`config.mk`:
```
export PLATFORM = sky130hd
export DESIGN_NAME = pbuf2ddr
export DESIGN_NICKNAME = d
export VERILOG_FILES = /design/src/rtl/pbuf2ddr.sv
export SDC_FILE = /design/constraint.sdc
export NUM_CORES = 1
export LEC_CHECK = 0
export CORE_ASPECT_RATIO = 0.5
export CORE_UTILIZATION = 45
export DETAILED_ROUTE_END_ITERATION = 8
export GPL_TIMING_DRIVEN = 0
export PLACE_DENSITY = 0.72
export SYNTH_ARGS = -nofsm -noshare
export SYNTH_HDL_FRONTEND = slang
export SYNTH_SLANG_ARGS = --single-unit
```
`constraint.sdc`:
```
create_clock -name clk -period 6.5 [get_ports clk]
set_input_delay 1.3 -clock clk [delete_from_list [all_inputs] [get_ports clk]]
set_output_delay 1.3 -clock clk [all_outputs]
set_load 0.01 [all_outputs]
```
`src/rtl/pbuf2ddr.sv`:
```
// ---------------------------------------------------------------------------
// pbuf2ddr
//   Read-back path of the parameter buffers. Drains one PE group (4 units)
//   of pbuf to a DDR write stream: issues ascending pbuf reads, absorbs the
//   fixed pbuf read latency in a credit-guarded FIFO of 4-lane entries, then
//   serialises the masked lanes of each entry into DDR words.
//
//   Optional feature macro: PBUF2DDR_STALL_CNT_EN
//     Adds output stall_cnt[31:0]: cycles with ddr_valid && !ddr_ready since
//     the last start (cleared on start/reset, saturating).
//
// Ports
//   clk, rst_n        clock, asynchronous active-low reset
//   start             one-cycle pulse; latches conf_*, aborts a running job
//   done              high when idle / transfer complete
//   conf_trans_num    last pbuf address (addresses 0..conf_trans_num)
//   conf_grp          PE group to drain
//   conf_unit_mask    units of the group to emit
//   pbuf_rd_addr/en   pbuf read request (only the group's masked enables)
//   pbuf_rd_data      4 lanes, lane j = unit j, valid RD_LAT after rd_en
//   ddr_data/valid    DDR write stream, ddr_ready backpressure
//
// Handshake: a word transfers on ddr_valid && ddr_ready. Once ddr_valid is
// high it stays high with ddr_data stable until the transfer happens; the
// only exception is an abort by start, which drops ddr_valid next cycle.
// ---------------------------------------------------------------------------
module pbuf2ddr #(
    parameter int BUF_DEPTH  = 256,
    parameter int ADDR_W     = $clog2(BUF_DEPTH),
    parameter int PE_NUM     = 32,
    parameter int GRP_W      = $clog2(PE_NUM / 4),
    parameter int RD_LAT     = 2,
    parameter int FIFO_DEPTH = 4,
    parameter int DATA_W     = 8,
    parameter int BATCH      = 4,
    parameter int DDR_W      = DATA_W * BATCH
) (
    input  logic                      clk,
    input  logic                      rst_n,
    input  logic                      start,
    output logic                      done,
    input  logic [7:0]                conf_trans_num,
    input  logic [GRP_W-1:0]          conf_grp,
    input  logic [3:0]                conf_unit_mask,
    output logic [ADDR_W-1:0]         pbuf_rd_addr,
    output logic [PE_NUM-1:0]         pbuf_rd_en,
    input  logic [3:0][DDR_W-1:0]     pbuf_rd_data,
    output logic [DDR_W-1:0]          ddr_data,
    output logic                      ddr_valid,
`ifdef PBUF2DDR_STALL_CNT_EN
    output logic [31:0]               stall_cnt,
`endif
    input  logic                      ddr_ready
);

    localparam int PTR_W = (FIFO_DEPTH > 1) ? $clog2(FIFO_DEPTH) : 1;
    localparam int CNT_W = $clog2(FIFO_DEPTH + RD_LAT + 1);

    typedef enum logic [1:0] {
        S_IDLE  = 2'd0,
        S_READ  = 2'd1,
        S_DRAIN = 2'd2
    } state_t;

    state_t                  state_q;
    logic                    done_q;
    logic [7:0]              trans_q;
    logic [GRP_W-1:0]        grp_q;
    logic [3:0]              mask_q;
    logic [ADDR_W-1:0]       addr_q;
    logic [RD_LAT-1:0]       pipe_q;
    logic [3:0][DDR_W-1:0]   fifo_q [FIFO_DEPTH];
    logic [PTR_W-1:0]        wr_ptr_q;
    logic [PTR_W-1:0]        rd_ptr_q;
    logic [CNT_W-1:0]        cnt_q;
    logic [1:0]              lane_q;

    logic [CNT_W-1:0]        inflight;
    logic [CNT_W-1:0]        occ;
    logic                    issue;
    logic                    push;
    logic                    fire;
    logic                    pop;
    logic [2:0]              lane_d;
    logic [1:0]              first_lane_cur;
    logic [1:0]              first_lane_new;
    logic [3:0][DDR_W-1:0]   head;

    // Lowest masked lane >= from; 3'd4 when there is none.
    function automatic logic [2:0] next_lane(input logic [3:0] m, input logic [2:0] from);
        next_lane = 3'd4;
        for (int j = 3; j >= 0; j--) begin
            if (m[j] && (3'(j) >= from)) next_lane = 3'(j);
        end
    endfunction

    function automatic logic [1:0] first_lane(input logic [3:0] m);
        first_lane = 2'd0;
        for (int j = 3; j >= 0; j--) begin
            if (m[j]) first_lane = 2'(j);
        end
    endfunction

    function automatic logic [PTR_W-1:0] inc_ptr(input logic [PTR_W-1:0] p);
        inc_ptr = (p == PTR_W'(FIFO_DEPTH - 1)) ? '0 : p + 1'b1;
    endfunction

    always_comb begin
        inflight = '0;
        for (int i = 0; i < RD_LAT; i++) begin
            inflight = inflight + CNT_W'(pipe_q[i]);
        end
    end

    // Credit check: every issued read already owns a FIFO slot, so returned
    // data can always be written without backpressure toward pbuf.
    assign occ   = cnt_q + inflight;
    assign issue = (state_q == S_READ) && (mask_q != 4'd0) && (occ < CNT_W'(FIFO_DEPTH));
    assign push  = pipe_q[RD_LAT-1];

    assign head           = fifo_q[rd_ptr_q];
    assign lane_d         = next_lane(mask_q, {1'b0, lane_q} + 3'd1);
    assign first_lane_cur = first_lane(mask_q);
    assign first_lane_new = first_lane(conf_unit_mask);

    assign ddr_valid = (cnt_q != '0);
    assign ddr_data  = ddr_valid ? head[lane_q] : '0;
    assign fire      = ddr_valid && ddr_ready;
    // Entry leaves the FIFO when its highest masked lane is accepted.
    assign pop       = fire && lane_d[2];

    assign done         = done_q;
    assign pbuf_rd_addr = addr_q;
    assign pbuf_rd_en   = issue ? (PE_NUM'(mask_q) << {grp_q, 2'b00}) : '0;

    always_ff @(posedge clk or negedge rst_n) begin
        if (!rst_n) begin
            state_q  <= S_IDLE;
            done_q   <= 1'b1;
            trans_q  <= '0;
            grp_q    <= '0;
            mask_q   <= '0;
            addr_q   <= '0;
            pipe_q   <= '0;
            wr_ptr_q <= '0;
            rd_ptr_q <= '0;
            cnt_q    <= '0;
            lane_q   <= '0;
            for (int i = 0; i < FIFO_DEPTH; i++) fifo_q[i] <= '0;
        end else if (start) begin
            // Also serves as abort: FIFO and in-flight returns are discarded.
            state_q  <= S_READ;
            done_q   <= 1'b0;
            trans_q  <= conf_trans_num;
            grp_q    <= conf_grp;
            mask_q   <= conf_unit_mask;
            addr_q   <= '0;
            pipe_q   <= '0;
            wr_ptr_q <= '0;
            rd_ptr_q <= '0;
            cnt_q    <= '0;
            lane_q   <= first_lane_new;
        end else begin
            pipe_q[0] <= issue;
            for (int i = 1; i < RD_LAT; i++) pipe_q[i] <= pipe_q[i-1];

            if (push) begin
                fifo_q[wr_ptr_q] <= pbuf_rd_data;
                wr_ptr_q         <= inc_ptr(wr_ptr_q);
            end

            if (pop) begin
                rd_ptr_q <= inc_ptr(rd_ptr_q);
                lane_q   <= first_lane_cur;
            end else if (fire) begin
                lane_q   <= lane_d[1:0];
            end

            case ({push, pop})
                2'b10:   cnt_q <= cnt_q + 1'b1;
                2'b01:   cnt_q <= cnt_q - 1'b1;
                default: cnt_q <= cnt_q;
            endcase

            case (state_q)
                S_READ: begin
                    if (mask_q == 4'd0) begin
                        state_q <= S_IDLE;
                        done_q  <= 1'b1;
                    end else if (issue) begin
                        if (addr_q == ADDR_W'(trans_q)) state_q <= S_DRAIN;
                        else                             addr_q  <= addr_q + 1'b1;
                    end
                end
                S_DRAIN: begin
                    if (pop && (cnt_q == CNT_W'(1)) && (inflight == '0)) begin
                        state_q <= S_IDLE;
                        done_q  <= 1'b1;
                    end
                end
                default: begin
                    state_q <= S_IDLE;
                end
            endcase
        end
    end

`ifdef PBUF2DDR_STALL_CNT_EN
    logic [31:0] stall_q;

    always_ff @(posedge clk or negedge rst_n) begin
        if (!rst_n) begin
            stall_q <= '0;
        end else if (start) begin
            stall_q <= '0;
        end else if (ddr_valid && !ddr_ready && (stall_q != 32'hFFFF_FFFF)) begin
            stall_q <= stall_q + 32'd1;
        end
    end

    assign stall_cnt = stall_q;
`endif

endmodule
```
==> impl_metrics.ini <==
[setup_path]
worstPathArrival_ns = 3.51
path_cells = clkbuf_1 -> clkbuf_1 -> mux4_2 -> mux2i_1 -> o22ai_1 -> clkdlybuf4s50_1
critical-path-slowest-cell = sky130_fd_sc_hd__clkbuf_1
slowest_delay_ns = 0.75
setup.worst_path.end_class = primary output
critPathRequiredTime_ns = 5.20
element_type_at_the_critical_path_start = register
cp_most_frequent_cell = sky130_fd_sc_hd__clkbuf_1
timing_worst_setup_path_type = reg -> out
worst-path-max-fanout = 10

[clock_tree]
cts_inserted_buffers = 50
clockRootBuffer = sky130_fd_sc_hd__clkbuf_16
clk_transition_reported_paths_ns = 0.06
cts_hold_buf = 0
cts_setup_buffers = 0
cts.sinks = 549
cts-root-to-sink-buffers = 3
clock_latency_ns = 0.60
postCtsResizedCells = 0
h-tree-depth = 2
clock_tree_from_tritoncts = done

[floorplanning]
floorplan.io_pins = 221
floorplan.initialDensity = 0.4633
die_width_um = 337.2
fp.dieArea_um2 = 57190
number_of_core_rows = 60
core_area_um2 = 54580
die_y_um = 169.6

[synth]
postSynthCellCount = 1600
yosysWarningCount = 0
number_of_enable_flip_flop_cells_after_synthesis = 0
synth_area_per_cell_um2 = 15.80
synth_async_sr_flop_share = 1.000
commonest_register_cell_after_synthesis = sky130_fd_sc_hd__dfrtp_1
syn_area_um2 = 25280
synth_seq_cells = 549
postSynthNetCount = 1760
synth-seq-area-share = 0.5434
post_synth_num_cell_types = 58

[grt]
grtUsageMet2 = 0.3721
antenna_found_initial = 6
grt_max_degree = 116
grtUsageMet3 = 0.03725
grt_util_all_layers = 0.2204
total_gr_overflow = 0
grt-busiest-layer = met2
wire_length_of_the_first_global_routing_pass_mm = 95.21
use_met1 = 0.2966
first_global_vias = 15700

[status]
outcome = complete, no violations

[drt]
detail_route.drc_violations = 0
wire_per_inst_um = 23.12
final_routed_wirelength_mm = 61.61
drtAntennaViolNets = 0
first_pass_iters = 4
detailroute.via_count = 14850
routed_via_density = 5.570
drt_first_iter_violations = 848

[sta]
tightest_slew_ns = 0.9351
max-slew-margin-rel = 0.3766
hold_slack_ns = 0.4897
unrepaired_setup_endpoints_after_global_routing = no
final.setup.tns_ns = 0
post-route-period-util = 0.7395
finalSetupViolCount = 0
drv_slew = 0
timing.fmax_mhz = 208.0
finClkSkew_ns = 0.03466
timing_hold_violations_final = 0
fin_crit_ns = 4.807

[placed_design]
place_hpwl_mm = 42.66
dpl_cell_area_um2 = 28560
place.port_buffers = 220
globalplace.congestion = 0.7884

[power]
power_switching_share = 0.2632
power_density_nw_per_um2 = 323.6
p_switching_mw = 2.584
power.share.sequential = 0.455
pwr-share-clk = 0.325
power.share.combinational = 0.220
vdd_drop_max_v = 0.0002024
p_leak_nw = 13.57
p_int_mw = 7.235

[final_layout]
area.growth.synth_to_final_pct = 20.01
design.final.nets = 2037
design_area_um2 = 30340
layout.core_utilization = 0.5560
share_of_final_layout_standard_cells_stronger_than_drive_strength_1 = 0.4368

[min_path]
hold_path.class = reg -> reg

[run]
maxCapViolations = 0
==> power groups by stage <==
stage | Clock (mW) | Combinational (mW) | Sequential (mW)
floorplan | 0 | 1.47 | 4.40
global placement | 0 | 2.12 | 4.52
detailed placement | 0 | 2.18 | 4.52
CTS | 3.24 | 2.19 | 4.46
global route | 3.38 | 2.32 | 4.55
finish | 3.19 | 2.16 | 4.47
==> final cells by class <==
type	instances	area [um^2]
antenna	5	12.51
buffer	112	643.1
clock buffer	70	1458
clock inverter	21	314.1
fill	4370	24230
inverter	13	48.80
multi-input combinational	926	10850
sequential	549	13740
tap	744	930.9
timing repair buffer	225	2345
==> synth_stat cells (all sizes together), types with 2 or more instances <==
master,n,area (um^2)
dfrtp,548,13710
mux2,529,5957
mux4,128,2883
buf,92,558.0
mux2i,67,670.6
nor2,45,171.4
o22ai,33,206.5
nand2,24,97.59
clkbuf,20,85.08
a21oi,14,73.82
ha,13,162.7
inv,13,48.80
nand3,8,40.04
xor2,8,70.07
a21o,6,46.30
nand2b,5,33.78
nor2b,5,38.78
xnor2,5,51.30
and3,4,25.02
a31oi,3,25.02
or3,3,18.77
and2,2,16.27
nand4,2,12.51
nor3,2,10.01
nor4,2,42.54
o21ai,2,10.01
==> layer usage <==
| metal | routed length (um) | share of wire | vias up |
|---|---|---|---|
| met4 | 1231 | 0.020 | 0 |
| li1 | - | - | 6509 |
| met3 | 2645 | 0.043 | 76 |
| met1 | 27050 | 0.44 | 7988 |
| met2 | 30680 | 0.50 | 272 |
| met5 | 0 | 0 | - |
==> per-stage QoR <==
stage | instances | setup WS, ns | power, mW
5_1_grt | 2665 | 1.565 | 10.25
2_1_floorplan | 1600 | 3.432 | 5.871
4_1_cts | 2660 | 1.627 | 9.896
3_3_place_gp | 2564 | -20.57 | 6.638
3_5_place_dp | 2569 | 2.259 | 6.700
6_report | 2665 | 1.693 | 9.819
==> cell usage in the layout, fill, tap and decap left out, drive strengths merged, types with 4 or more instances in the layout <==
master / count
nand2: 24
bufinv: 7
nand2b: 5
and3: 4
diode: 5
mux2i: 67
clkdlybuf4s50: 219
ha: 13
clkbuf: 90
mux2: 529
nor2: 45
inv: 14
o22ai: 33
xor2: 8
a21o: 6
clkinv: 10
xnor2: 5
mux4: 128
dfrtp: 548
nor2b: 5
a21oi: 14
nand3: 8
buf: 98
==> registers in the layout, summed over array words and instances, names as in the netlist <==
| signal | cells |
|---|---|
| rd_ptr_q | 2 |
| done | 1 |
| grp_q | 3 |
| state_q | 2 |
| trans_q | 8 |
| pipe_q | 2 |
| cnt_q | 3 |
| fifo_q | 512 |
| lane_q | 2 |
| wr_ptr_q | 2 |
| mask_q | 4 |
| pbuf_rd_addr | 8 |
==> logic make-up (layout without fill, tap and decap cells) <==
kind of cell               Yosys count  count (layout)  share of synthesized area
muxes                              724             724                     0.3762
buffers and inverters              125             441                    0.02737
other                                0               5                          0
adders and majority gates           13              13                   0.006434
AOI/OAI and AO/OA                   67              67                    0.01940
DFF                                549             549                     0.5434
xor gates and xnor gates            13              13                   0.004800
and+or+nand+nor                    109             109                    0.02242
==> worst paths after layout <==
| check | endpoint | slack [ns] | cells after the start | from |
|---|---|---|---|---|
| hold / removal | fifo_q[12] | 0.49 | 1 | fifo_q[12] |
| max in group asynchronous | fifo_q[154] | 4.24 | 3 | rst_n |
| setup / recovery | ddr_data[7] | 1.69 | 6 | rd_ptr_q[1] |
| hold reg to reg | fifo_q[12] | 0.49 | 1 | fifo_q[12] |
| setup reg to reg | fifo_q[478] | 4.32 | 7 | pipe_q[1] |
| min in group asynchronous | fifo_q[233] | 0.68 | 1 | rst_n |
==> critical path, delay by kind of cell (launching register included) <==
| family | cells | cell delay [ns] |
|---|---|---|
| flops | 1 | 0.36 |
| mux | 2 | 0.48 |
| compound gates | 1 | 0.28 |
| buf+inv | 3 | 1.80 |
No activity file was read; power rests on OpenSTA's default activity.
